### src/rtl/fsm_pkg.sv
// Shared types and constants for the input conditioning stage.
package fsm_pkg;

  typedef logic [1:0] code_t;

  localparam int N_CH = 4;
  localparam int CH_W = 2;

  typedef enum logic [1:0] {
    CH_G1 = 2'd0,
    CH_G2 = 2'd1,
    CH_A  = 2'd2,
    CH_P  = 2'd3
  } ch_idx_e;

endpackage

### src/rtl/fsm_input_cond_debounce_ch.sv
// One debounce channel: candidate tracking, saturating run counter and
// the accepted stable code with its one-cycle change strobe.
module debounce_ch
  import fsm_pkg::*;
#(
  parameter int DEB_CYCLES = 4
) (
  input  logic  clk,
  input  logic  rst_n,
  input  logic  en,
  input  code_t sample,
  output code_t stable,
  output logic  chg,
  output logic  sat
);

  localparam int CNT_W = (DEB_CYCLES > 1) ? $clog2(DEB_CYCLES) : 1;
  localparam logic [CNT_W-1:0] CNT_MAX = CNT_W'(DEB_CYCLES - 1);

  code_t            cand;
  logic [CNT_W-1:0] cnt;

  // Candidate/count/stable update; frozen while en is low, strobe cleared.
  always_ff @(posedge clk or negedge rst_n) begin
    if (!rst_n) begin
      cand   <= '0;
      cnt    <= '0;
      stable <= '0;
      chg    <= 1'b0;
    end else begin
      chg <= 1'b0;
      if (en) begin
        if (sample != cand) begin
          cand <= sample;
          cnt  <= '0;
        end else if (cnt < CNT_MAX) begin
          cnt <= cnt + CNT_W'(1);
        end else if (cand != stable) begin
          stable <= cand;
          chg    <= 1'b1;
        end
      end
    end
  end

  // Saturation flag feeds the parent's settle detection.
  always_comb begin
    sat = (cnt == CNT_MAX);
  end

endmodule

### src/rtl/fsm_input_cond.sv
// Input conditioning: 2-flop synchroniser on the raw pins, four debounce
// channels and a sticky valid flag once every channel has settled.
module fsm_input_cond
  import fsm_pkg::*;
#(
  parameter int DEB_CYCLES = 4
) (
  input  logic                 clk,
  input  logic                 rst_n,
  input  logic                 en,
  input  logic [N_CH*CH_W-1:0] raw_in,
  output code_t                g1,
  output code_t                g2,
  output code_t                a,
  output code_t                p,
  output logic [N_CH-1:0]      chg,
  output logic                 valid
);

  logic [N_CH*CH_W-1:0] sync1;
  logic [N_CH*CH_W-1:0] sync2;
  code_t                stab [N_CH];
  logic [N_CH-1:0]      sat;

  // Synchroniser runs regardless of en so no samples are lost.
  always_ff @(posedge clk or negedge rst_n) begin
    if (!rst_n) begin
      sync1 <= '0;
      sync2 <= '0;
    end else begin
      sync1 <= raw_in;
      sync2 <= sync1;
    end
  end

  for (genvar i = 0; i < N_CH; i++) begin : g_ch
    debounce_ch #(
      .DEB_CYCLES(DEB_CYCLES)
    ) u_deb (
      .clk    (clk),
      .rst_n  (rst_n),
      .en     (en),
      .sample (sync2[CH_W*i +: CH_W]),
      .stable (stab[i]),
      .chg    (chg[i]),
      .sat    (sat[i])
    );
  end

  // Valid latches one edge after all channels are saturated together.
  always_ff @(posedge clk or negedge rst_n) begin
    if (!rst_n) begin
      valid <= 1'b0;
    end else if (&sat) begin
      valid <= 1'b1;
    end
  end

  // Channel codes routed to the FSM request inputs.
  always_comb begin
    g1 = stab[CH_G1];
    g2 = stab[CH_G2];
    a  = stab[CH_A];
    p  = stab[CH_P];
  end

endmodule

### config.mk
export PLATFORM = sky130hd
export DESIGN_NAME = fsm_input_cond
export DESIGN_NICKNAME = d
export VERILOG_FILES = /design/src/rtl/fsm_pkg.sv /design/src/rtl/fsm_input_cond_debounce_ch.sv /design/src/rtl/fsm_input_cond.sv
export SDC_FILE = /design/constraint.sdc
export NUM_CORES = 1
export LEC_CHECK = 0
export BUFFER_PORTS_ARGS = -buffer_cell sky130_fd_sc_hd__buf_2
export CORE_ASPECT_RATIO = 1.4
export CORE_UTILIZATION = 50
export CTS_CLUSTER_DIAMETER = 50
export DETAILED_ROUTE_END_ITERATION = 12
export PLACE_DENSITY = 0.72
export REMOVE_ABC_BUFFERS = 1
export SYNTH_ARGS = -nofsm -noshare
export SYNTH_HDL_FRONTEND = slang
export SYNTH_HIERARCHICAL = 1
export SYNTH_SLANG_ARGS = --single-unit
### constraint.sdc
create_clock -name clk -period 2.1 [get_ports clk]
set_input_delay 0.315 -clock clk [delete_from_list [all_inputs] [get_ports clk]]
set_output_delay 0.315 -clock clk [all_outputs]
set_load 0.03 [all_outputs]
-- Word level (Yosys, flattened, before mapping)
Cells that the tools add are included.
- flip-flop bits (word level): 45
- input bits: 11
- output and inout bits: 13
- word-level logic and storage cells: 88
- $add $sub $neg: 4
- $lt $le $gt $ge: 4
- eq/ne operators: 12
- muxes and demuxes: 24
- bitwise operators: 8
- reduce and logical (&&, ||, !) cells: 17
- operator list (operator ; number):
    AND reduction 4 bit ; 5
    two-way mux 1 bit ; 16
    two-way mux 2 bit ; 8
    != test 2 bit ; 8
    AND reduction 2 bit ; 8
    adder 2 x 1 -> 2 bit (second input constant) ; 4
    equality test 2 bit (second input constant) ; 4
    less-than comparator 2 bit (second input constant) ; 4
    inverter 1 bit ; 8
    nonzero test 2 bit ; 4

-- Logic depth before layout (Yosys ltp)
- word-level depth: 5
- depth in mapped cells: 4
- mapped depth without buffers: 4

-- Modules after synthesis
The synthesis kept the hierarchy.
- by module, submodules not included (module ; times used ; cells an instance ; area each (sq um) ; seq. area each (sq um)):
    debounce_ch ; 4 ; 24 ; 329.1 ; 175.2
    fsm_input_cond ; 1 ; 18 ; 435.4 ; 425.4

-- Least setup slack after synthesis
Ideal clock, no wire load.
- path type: register to register
- from: register g_ch[0].u_deb.cand[0]
- to: register g_ch[0].u_deb.stable[0]
- library setup time: 0.128 ns
- data arrival time: 1.153 ns
- required time: 1.972 ns
- slack: 0.819 ns
- cell stages (with the launch flop): 4
- cell sequence: dfrtp_1 > xor2_1 > nor3_2 > mux2_1
- longest elaborated chain between the ends: 3
- RTL lines (item ; RTL line ; text):
    from (decl) ; fsm_input_cond_debounce_ch.sv:20 ; code_t cand;
    from (signal assigned) ; fsm_input_cond_debounce_ch.sv:34 ; cand <= sample;
    != test 2 bit ; fsm_input_cond_debounce_ch.sv:33 ; if (sample != cand) begin
    inverter 1 bit (no line) ; - ;
    AND reduction 4 bit (no line) ; - ;
    to (signal assigned) ; fsm_input_cond_debounce_ch.sv:39 ; stable <= cand;
    to (decl) ; fsm_input_cond_debounce_ch.sv:12 ; output code_t stable,
Several ways; a longest one is shown, not always the timed one.
A chain may end at the register's enable or synchronous reset.

-- Worst setup path after layout
- from: register g_ch[3].u_deb.cand[0]
- to: register g_ch[3].u_deb.stable[1]
- longest elaborated chain between the ends: 3
- RTL lines (item ; RTL line):
    from (decl) ; fsm_input_cond_debounce_ch.sv:20
    from (signal assigned) ; fsm_input_cond_debounce_ch.sv:34
    != test 2 bit ; fsm_input_cond_debounce_ch.sv:33
    inverter 1 bit (no line) ; -
    AND reduction 4 bit (no line) * ; -
    to (signal assigned) ; fsm_input_cond_debounce_ch.sv:39
    to (decl) ; fsm_input_cond_debounce_ch.sv:12
Mark *: on every way between the ends. The rest lies on a longest branch, timed or not.

==> flow_summary.ini <==
[job]
drv_cap = 0

[worst_setup_path]
r2r_cells = 3
cp_max_fo = 4
critPathSlowestCell = dfrtp_1
cpPeakStageDelay_ns = 0.42
crit-reg2reg-launch = g_ch[3].u_deb/cand[0]
worstSetupEndpoint = g_ch[3].u_deb/stable[1]
cp-start-kind = flip-flop
cp.required_ns = 2.27
crit_chain = xor2_1, nor3_2, mux2_1
critical_path_class = flip-flop to flip-flop
critical_path.top_delay_family = flip-flops
reg2reg_slack_ns = 0.70
critPathArrivalTime_ns = 1.57
cp-end-kind = flip-flop
cp.depth = 3
crit_buf_inv = 0
r2r_end = g_ch[3].u_deb/stable[1]
crit_start = g_ch[3].u_deb/cand[0]

[timing]
maxSlewHeadroom_pct = 66.4
worst_pin_slew_ns = 0.503
holdWs_ns = 0.125
min_period_over_period_pct = 66.7
slew_violations = 0
rsz0062_at_grt = no
fin_tns_setup_ns = 0
min_period_ns = 1.40
hold_violations = 0
fin_skew_ns = 0.00446
setup_ws_ns = 0.699
max_freq_ghz = 0.714
setup_viol = 0

[routing]
met2_length_um = 1350
top_layer_used = met4
routed-wl-met3_um = 113
ant_nets = 0
dr.first_iter.drc_count = 6
drt-total-wl_um = 2550
dr_total_vias = 980
via_per_inst = 5.24
m1WireLength_um = 1030
detail_route.wl_per_cell_um = 13.6
firstDrtPassIters = 3
drc = 0

[clocking]
cts_root_buf = clkbuf_8
clk_pin_slew_ns = 0.08
htreeDepth = 2
cts_tree = yes
holdBufCountCts = 1
cts_setup_buffers = 0
cts-buffers-inserted = 5
cts_resized = 0
cts.path.max_buffers = 2
clock_latency_ns = 0.29
cts.sink_count = 45

[floorplanning]
rows = 25
io_pins = 24
fp.dieArea_um2 = 3750
die_w_um = 52.0
core_region_area_um2 = 3350
die_h_um = 72.0
start_util_pct = 52.3

[global_route]
grt_max_degree = 24
antenna_found_initial = 0
grt_pass1_vias = 1055
grt_overflow = 0
grt_pass1_wl_um = 4510
grt_usage_pct = 16.9

[place]
io_buffers = 23
pre_cts_slack_ns = 0.620
gp_congestion = 0.676
placed_area_um2 = 1930
dp_hpwl_um = 1870

[layout]
final_common_cell = dfrtp_1
layout-drive-gt1-share_pct = 32.7
final_cell_mix = dfrtp_1 (45), buf_2 (23), mux2_2 (12)
n_fill_cell = 262
nets = 162
n_antenna_cell = 0
area_delta_synth_final_pct = 16.0
fin_area_um2 = 2030

[hold_path]
hold_path_class = primary input to flip-flop

[logic_synthesis]
yosys-top-cells-area = dfrtp_1 (64%), mux2_2 (7.7%), mux2_1 (5.1%)
synth_area_um2 = 1750
yosysWarnings = 6
yosysSeqAreaShare_pct = 64.3
netlist.area_leader.share_pct = 64.3
syn_avg_cell_area_um2 = 15.4
syn_inst = 114
synth_top_cell_by_area = dfrtp_1
synth_cell_type_count = 14
synth_seq_cells = 45

[pwr]
irDropWorstVdd_mv = 0.653
power_density_nw_per_um2 = 864
p_leak_uw = 0.000978

[run_status]
status = complete, no violations
-- flip-flops by register name, summed over array words and instances, names as in the netlist --
register,cells
valid,1
sync2,8
g_ch.u_deb/cnt,8
g_ch.u_deb/chg,4
g_ch.u_deb/cand,8
g_ch.u_deb/stable,8
sync1,8
-- power breakdown --
group | total [uW] | switching (uW) | internal, uW
Combinational | 240 | 130 | 109
Clock | 521 | 261 | 260
Sequential | 995 | 57.1 | 938
Total | 1760 | 449 | 1310
-- worst min-delay path by stage --
stage / cells past startpoint / to / from / slack [ns]
5_1_grt: 1 / sync1[2] / raw_in[2] / 0.10
6_report: 1 / sync1[7] / raw_in[7] / 0.13
2_1_floorplan: 0 / g_ch[0].u_deb/cand[0] / rst_n / 0.02
3_5_place_dp: 1 / g_ch[3].u_deb/cand[1] / rst_n / 0.32
4_1_cts: 1 / sync1[7] / raw_in[7] / 0.11
3_3_place_gp: 1 / g_ch[3].u_deb/cand[1] / rst_n / 0.31
-- routing by layer --
| layer | track usage (%) | vias up |
|---|---|---|
| li1 | - | 465 |
| met1 | 18.1 | 490 |
| met2 | 28.9 | 19 |
| met3 | 6.50 | 6 |
| met4 | 7.21 | 0 |
| met5 | 0 | - |
-- cell usage after synthesis, drive strengths merged --
cell    number
nor3         4
a22o         4
mux2        20
o31ai        4
a21boi       4
inv          4
a41o         1
nor4b        4
xor2         8
xnor2        8
ha           4
nand2        4
dfrtp       45
-- final cells by class --
| type | instances | area [um^2] | share of cell area (%) |
|---|---|---|---|
| sequential | 45 | 1130 | 55.4 |
| multi-input combinational | 65 | 611 | 30.0 |
| timing repair buffer | 26 | 140 | 6.90 |
| clock buffer | 6 | 82.6 | 4.06 |
| tap | 40 | 50.0 | 2.46 |
| inverter | 4 | 15.0 | 0.739 |
| clock inverter | 1 | 7.51 | 0.369 |
-- per-stage QoR --
stage,utilization (%),instances,power (uW)
after floorplan,-,114,1170
after global placement,57.7,179,1240
after detailed placement,57.7,179,1260
after CTS,60.7,187,1790
after global routing,60.7,187,1850
final,60.7,187,1760
-- kinds of logic after synthesis --
logic type,Yosys count,share of synthesized area [%]
AO/OA/AOI/OAI,13,6.00
adder cells (fa/ha/maj),4,2.86
XOR/XNOR,16,8.00
flip-flops,45,64.3
multiplexers,20,12.9
AND/OR/NAND/NOR,12,5.14
buffers and inverters,4,0.857
Power figures use the tool's default switching activity.
